**config.mk**
```make
export PLATFORM = sky130hd
export DESIGN_NAME = proc_clock_pause_ctrl
export DESIGN_NICKNAME = d
export VERILOG_FILES = /design/src/rtl/proc_clock_pause_ctrl.sv
export SDC_FILE = /design/constraint.sdc
export NUM_CORES = 1
export LEC_CHECK = 0
export CORE_MARGIN = 4
export CORE_UTILIZATION = 51
export DETAILED_ROUTE_END_ITERATION = 7
export DONT_BUFFER_PORTS = 1
export HOLD_SLACK_MARGIN = 0.15
export PLACE_DENSITY = 0.66
export SLEW_MARGIN = 20
export SYNTH_ARGS = -nofsm -noshare
export SYNTH_HDL_FRONTEND = slang
export SYNTH_SLANG_ARGS = --single-unit
```
**constraint.sdc**
```tcl
create_clock -name inclk0 -period 3.53 [get_ports inclk0]
set_input_delay 0.706 -clock inclk0 [delete_from_list [all_inputs] [get_ports inclk0]]
set_output_delay 0.706 -clock inclk0 [all_outputs]
set_load 0.01 [all_outputs]
```
**src/rtl/proc_clock_pause_ctrl.sv**
```systemverilog
// Run/halt/single-step controller for the divided processor clock (drives divider 'locked').
// Define PROC_BREAKPOINT_EN to include the PC breakpoint compare; otherwise pc/bp_* are ignored.
module proc_clock_pause_ctrl #(
  parameter bit START_HALTED    = 1'b0,
  parameter int DEBOUNCE_CYCLES = 16,
  parameter int CNT_W           = 32
) (
  input  logic             inclk0,
  input  logic             reset,
  input  logic             proc_clk,
  input  logic             run_btn,
  input  logic             halt_btn,
  input  logic             step_btn,
  input  logic [31:0]      pc,
  input  logic [31:0]      bp_addr,
  input  logic             bp_valid,
  output logic             locked,
  output logic             halted,
  output logic             bp_hit,
  output logic [CNT_W-1:0] cycle_count
);

  localparam int DB_W = (DEBOUNCE_CYCLES > 1) ? $clog2(DEBOUNCE_CYCLES) : 1;
  localparam logic [DB_W-1:0] DB_LAST = DB_W'(DEBOUNCE_CYCLES - 1);

  localparam int BTN_RUN  = 0;
  localparam int BTN_HALT = 1;
  localparam int BTN_STEP = 2;

  typedef enum logic [1:0] {
    ST_RUN    = 2'd0,
    ST_HALTED = 2'd1,
    ST_STEP   = 2'd2
  } state_t;

  localparam state_t RESET_STATE = START_HALTED ? ST_HALTED : ST_RUN;

  logic [2:0] btn_raw;
  logic [2:0] btn_req;

  assign btn_raw = {step_btn, halt_btn, run_btn};

  // Per button: synchroniser, debounce (counter restarts whenever the synced level
  // returns to the accepted level), then a one-cycle request on the accepted rising edge.
  genvar gi;
  generate
    for (gi = 0; gi < 3; gi++) begin : g_btn
      logic [1:0]      sync_q, sync_d;
      logic [DB_W-1:0] cnt_q, cnt_d;
      logic            level_q, level_d;
      logic            prev_q, prev_d;

      always_comb begin
        sync_d  = {sync_q[0], btn_raw[gi]};
        cnt_d   = '0;
        level_d = level_q;
        prev_d  = level_q;
        if (sync_q[1] != level_q) begin
          if (cnt_q == DB_LAST) begin
            level_d = sync_q[1];
          end else begin
            cnt_d = cnt_q + DB_W'(1);
          end
        end
      end

      always_ff @(posedge inclk0 or posedge reset) begin
        if (reset) begin
          sync_q  <= '0;
          cnt_q   <= '0;
          level_q <= 1'b0;
          prev_q  <= 1'b0;
        end else begin
          sync_q  <= sync_d;
          cnt_q   <= cnt_d;
          level_q <= level_d;
          prev_q  <= prev_d;
        end
      end

      assign btn_req[gi] = level_q & ~prev_q;
    end
  endgenerate

  logic run_req, halt_req, step_req;

  assign run_req  = btn_req[BTN_RUN];
  assign halt_req = btn_req[BTN_HALT];
  assign step_req = btn_req[BTN_STEP];

  logic [1:0] psync_q, psync_d;
  logic       pprev_q, pprev_d;
  logic       proc_rise;

  always_comb begin
    psync_d = {psync_q[0], proc_clk};
    pprev_d = psync_q[1];
  end

  assign proc_rise = psync_q[1] & ~pprev_q;

  logic [CNT_W-1:0] count_q, count_d;

  always_comb begin
    count_d = count_q;
    if (proc_rise) begin
      count_d = count_q + CNT_W'(1);
    end
  end

  // PC only changes on proc_clk rises, so it is settled by the time proc_rise is seen.
  logic bp_match;
`ifdef PROC_BREAKPOINT_EN
  assign bp_match = bp_valid && (pc == bp_addr);
`else
  logic unused_bp_inputs;
  assign unused_bp_inputs = ^{pc, bp_addr, bp_valid};
  assign bp_match         = 1'b0;
`endif

  state_t state_q, state_d;
  logic   bp_hit_q, bp_hit_d;
  logic   locked_q, locked_d;
  logic   halted_q, halted_d;

  always_comb begin
    state_d  = state_q;
    bp_hit_d = bp_hit_q;
    case (state_q)
      ST_RUN: begin
        if (halt_req) begin
          state_d = ST_HALTED;
        end else if (proc_rise && bp_match) begin
          state_d  = ST_HALTED;
          bp_hit_d = 1'b1;
        end
      end
      ST_HALTED: begin
        if (!halt_req) begin
          if (run_req) begin
            state_d  = ST_RUN;
            bp_hit_d = 1'b0;
          end else if (step_req) begin
            state_d  = ST_STEP;
            bp_hit_d = 1'b0;
          end
        end
      end
      ST_STEP: begin
        if (halt_req) begin
          state_d = ST_HALTED;
        end else if (run_req) begin
          state_d = ST_RUN;
        end else if (proc_rise) begin
          state_d = ST_HALTED;
        end
      end
      default: begin
        state_d = RESET_STATE;
      end
    endcase
    locked_d = (state_d == ST_HALTED);
    halted_d = (state_d == ST_HALTED);
  end

  always_ff @(posedge inclk0 or posedge reset) begin
    if (reset) begin
      psync_q  <= '0;
      pprev_q  <= 1'b0;
      count_q  <= '0;
      state_q  <= RESET_STATE;
      bp_hit_q <= 1'b0;
      locked_q <= START_HALTED;
      halted_q <= START_HALTED;
    end else begin
      psync_q  <= psync_d;
      pprev_q  <= pprev_d;
      count_q  <= count_d;
      state_q  <= state_d;
      bp_hit_q <= bp_hit_d;
      locked_q <= locked_d;
      halted_q <= halted_d;
    end
  end

  assign locked      = locked_q;
  assign halted      = halted_q;
  assign bp_hit      = bp_hit_q;
  assign cycle_count = count_q;

endmodule

```
## Word level (Yosys, flattened, before mapping)

Index checks and enable logic that the tools add are counted.

| cells by class | value |
|---|---|
| bitwise gates (word level) | 9 |
| reduce and logical (&&, ||, !) cells | 6 |
| equal/unequal tests | 9 |
| multiplexer cells | 16 |
| add/sub/neg operators | 4 |

Operator list:

| kind | number |
|---|---|
| adder 32 x 1 -> 32 bit (second input constant) | 1 |
| 2-to-1 mux 4 bit | 6 |
| 2-to-1 mux 2 bit | 7 |
| adder 4 x 1 -> 4 bit (second input constant) | 3 |
| equality test 4 bit (second input constant) | 3 |
| case mux 2 bit (3 select lines) | 1 |
| AND reduction 2 bit | 3 |
| NOT 1 bit | 5 |
| AND 1 bit | 4 |
| equality test 2 x 1 -> 1 bit (second input constant) | 2 |
| != test 1 bit | 3 |
| AND reduction 3 bit | 1 |
| equality test 2 bit (second input constant) | 1 |
| zero test 2 bit | 1 |
| 2-to-1 mux 1 bit | 2 |
| nonzero test 2 bit | 1 |

| storage, ports and cells | value |
|---|---|
| logic and storage cells | 62 |
| input port bits | 71 |
| output and inout bits | 35 |
| register bits | 63 |

## Logic depth before layout (Yosys ltp)

| depth | value |
|---|---|
| depth after elaboration | 7 |
| depth in mapped cells | 5 |
| mapped depth without buffers | 5 |

## Worst setup path before layout

OpenSTA, ideal clock, no wires.

| path | value |
|---|---|
| path type | register to register |
| start | reg count_q[13] (netlist: cycle_count[13]) |
| end | reg count_q[31] (netlist: cycle_count[31]) |
| stages on the path, launching flop included | 6 |
| arrival time | 1.599 ns |
| buffers on the path | 1 |
| clock period less this slack | 1.679 ns |
| library setup time | 0.079 ns |
| setup slack | 1.851 ns |
| required time | 3.451 ns |
| cells stage by stage | dfrtp_1 nand4_2 or4_1 buf_6 nor4_4 xor2_1 |

| between the ends | value |
|---|---|
| cells in the longest elaborated chain, start to end | 1 |

RTL lines:

| element | RTL line | source |
|---|---|---|
| from (decl) | 102 | `logic [CNT_W-1:0] count_q, count_d;` |
| from (signal assigned) | 178 | `count_q <= count_d;` |
| adder 32 x 1 -> 32 bit | 107 | `count_d = count_q + CNT_W'(1);` |

No other way between the ends.
A chain may end at the register's enable or synchronous reset.

## Worst setup path after layout

| path | value |
|---|---|
| start | reg count_q[14] (netlist: cycle_count[14]) |
| end | reg count_q[28] (netlist: cycle_count[28]) |

The elaborated chain is that of the path after synthesis.

==> results.cfg <==
[routing]
drt-total-wl_um = 4559
vias_per_cell = 5.497
drtAntennaViolNets = 0
post_drt_wl_per_cell_um = 15.61
drc = 0
drt_iter0_markers = 85
dr.pass1.iters = 4
vias = 1605

[sta]
slew_viol_final = 0
fmax_mhz = 508.0
setup_violations = 0
clock_skew_ns = 0.004483
hold-worst-slack_ns = 0.3506
rsz0062_at_grt = false
min_period_over_period = 0.5577
tightest_slew_ns = 0.7120
slew-limit-headroom = 0.5246
period_minus_slack_ns = 1.969
final_hold_viol_count = 0
fin_setup_tns_ns = 0

[worst_hold_path]
min_to = g_btn[0].sync_q[1]
hp-start = g_btn[0].sync_q[0]
hold_path.class = reg -> reg
hold_path_depth = 0

[worst_setup_path]
path_max_fanout = 9
start_kind = flip-flop
slowest_delay_ns = 0.72
worstPathArrival_ns = 2.22
cp.buffers_inverters = 0
worstSetupEndpointType = flip-flop
rrSetupSlack_ns = 1.56
r2r-start = cycle_count[14]
path_cells = nand4_2 -> or4_1 -> nor3_1 -> xor2_1
r2r_end = cycle_count[28]
crit_slowest_cell = or4_1
cp.required_ns = 3.78
path_class = reg -> reg
cp_top_family = simple AND/OR/NAND/NOR gates
rr_worst_depth = 4

[placed_design]
hpwl_um = 3329
gp_congestion = 0.7540
portBuffers = 0
place_area_mm2 = 0.002656

[floorplan]
start_util = 0.5379
die_h_um = 79.28
die_area_mm2 = 0.006285
io_pins = 106
placementRows = 25
fp.dieW_um = 79.28
core-area_mm2 = 0.004817

[yosys]
syn-num-nets = 287
syn_area_per_cell_um2 = 12.22
synth_area_mm2 = 0.002591
ys_warn_count = 0
synthCells = 212
ys_seq_area_frac = 0.5987
synth.distinct_cells = 36
ys_seq_elements = 62

[power_and_ir_drop]
p_leak_nw = 1.329
power.density_mw_per_mm2 = 515.3
ir_drop_v = 0.0002919

[grt]
grt_pass1_vias = 1699
grt_overflow = 0
grt_max_degree = 36
antenna_found_initial = 0
grt_pass1_wl_um = 7859
track_usage = 0.1652

[clocking]
post_cts_buffers = 0
cts_tree = built
clkTransAtPathRegs_ns = 0.06
clk_latency_ns = 0.32
cts-resized-gates = 0
cts_root_buf = clkbuf_8
numCtsBuffers = 9
cts_sinks = 62
postCtsHoldBufs = 0
clockBufferDepth = 2
cts.htree.levels = 3

[flow_run]
max_cap_viol_count = 0

[final_layout]
layout-drive-gt1-share = 0.1156
fin_area_mm2 = 0.002824
final_common_cell = dfrtp_1
areaGrowthSynthToFinish_pct = 8.981
final_cell_mix = 62 x dfrtp_1, 19 x xnor2_1, 18 x xor2_1
diodes = 0
finalNetCount = 296

[outcome]
status = finished clean
==> where the power goes <==
| part | switching, mW | total (mW) | internal [mW] |
|---|---|---|---|
| clock network | 0.237 | 0.526 | 0.289 |
| logic | 0.0451 | 0.0896 | 0.0445 |
| registers | 0.0828 | 0.840 | 0.757 |
==> cells in the mapped netlist <==
cell	number	area [um2]
nor2_1	12	45.04
a21oi_1	6	30.03
and4b_1	1	10.01
and4_1	1	8.760
xnor2_1	19	166.4
and4_2	2	20.02
a31oi_1	2	12.51
nor4_4	1	21.27
nand2b_1	4	25.02
xor2_1	18	157.7
nand2_1	10	37.54
nand3_1	9	45.04
buf_4	2	15.01
nand4_2	2	25.02
or2_2	1	6.260
nor3_1	9	45.04
nor2b_1	5	31.28
mux2_2	4	45.04
and3_2	1	7.510
o21ai_0	3	15.01
and3_1	1	6.260
or4_1	1	7.510
nand4_1	5	31.28
buf_6	1	11.26
inv_1	9	33.78
and2_1	1	6.260
nand3b_1	1	7.510
dfrtp_1	62	1551
ha_1	4	50.05
o22ai_1	3	18.77
and3b_1	2	17.52
nor4_1	1	6.260
nor3b_2	1	12.51
nand4b_1	4	35.03
nor3b_1	3	22.52
conb_1	1	3.750
==> worst register-to-register path: cells and delay by family, from the launching register on <==
family / cells / cell delay [ns]
DFF: 1 / 0.50
and+or+nand+nor: 3 / 1.24
xor gates and xnor gates: 1 / 0.16
==> logic make-up (layout without fill, tap and decap cells) <==
logic type      after synthesis  in the layout  share of synthesized area
mux                           4              4                    0.01738
simple gates                 78             78                     0.1854
flops                        62             62                     0.5987
buf+inv                      12             25                    0.02317
other cells                   1              1                   0.001447
fa+ha+maj                     4              4                    0.01932
xor+xnor                     37             37                     0.1251
compound gates               14             14                    0.02945
==> registers in the layout, indices dropped and copies added (netlist names) <==
name and cells:
g_btn.prev_q 3, g_btn.level_q 3, psync_q 2, cycle_count 32
g_btn.sync_q 6, state_q 2, pprev_q 1, halted 1
g_btn.cnt_q 12
==> area by class of cell <==
class,count,area [um2]
Inverter,9,33.78
Clock inverter,1,5.005
Tap cell,67,83.83
Multi-Input combinational cell,138,979.7
Timing Repair Buffer,1,7.507
Fill cell,405,1993
Sequential cell,62,1551
Clock buffer,14,162.7
==> worst max-delay path by stage <==
stage	cells past startpoint	slack (ns)	to	startpoint
6_report	4	1.56	cycle_count[28]	cycle_count[14]
5_1_grt	4	1.41	cycle_count[31]	cycle_count[14]
4_1_cts	4	1.56	cycle_count[31]	cycle_count[14]
3_5_place_dp	4	1.58	cycle_count[31]	cycle_count[14]
3_3_place_gp	4	1.63	cycle_count[31]	cycle_count[13]
2_1_floorplan	1	1.28	cycle_count[0]	reset
==> per-stage QoR <==
stage,setup slack (ns),util,instances,power (mW)
2_1_floorplan,1.283,-,212,0.9076
3_3_place_gp,1.631,0.5514,277,0.9263
3_5_place_dp,1.578,0.5514,277,0.9432
4_1_cts,1.558,0.5862,292,1.477
5_1_grt,1.407,0.5862,292,1.535
6_report,1.561,0.5862,292,1.455
==> metal layers <==
layer / global-route usage / vias up / wire, um / part of all wire
li1: - / 739 / - / -
met1: 0.1885 / 805 / 1825 / 0.40
met2: 0.2643 / 54 / 2306 / 0.51
met3: 0.08277 / 7 / 362 / 0.079
met4: 0.06529 / 0 / 64 / 0.014
met5: 0 / - / 0 / 0
Note: power is estimated with default switching activity, not from simulation.
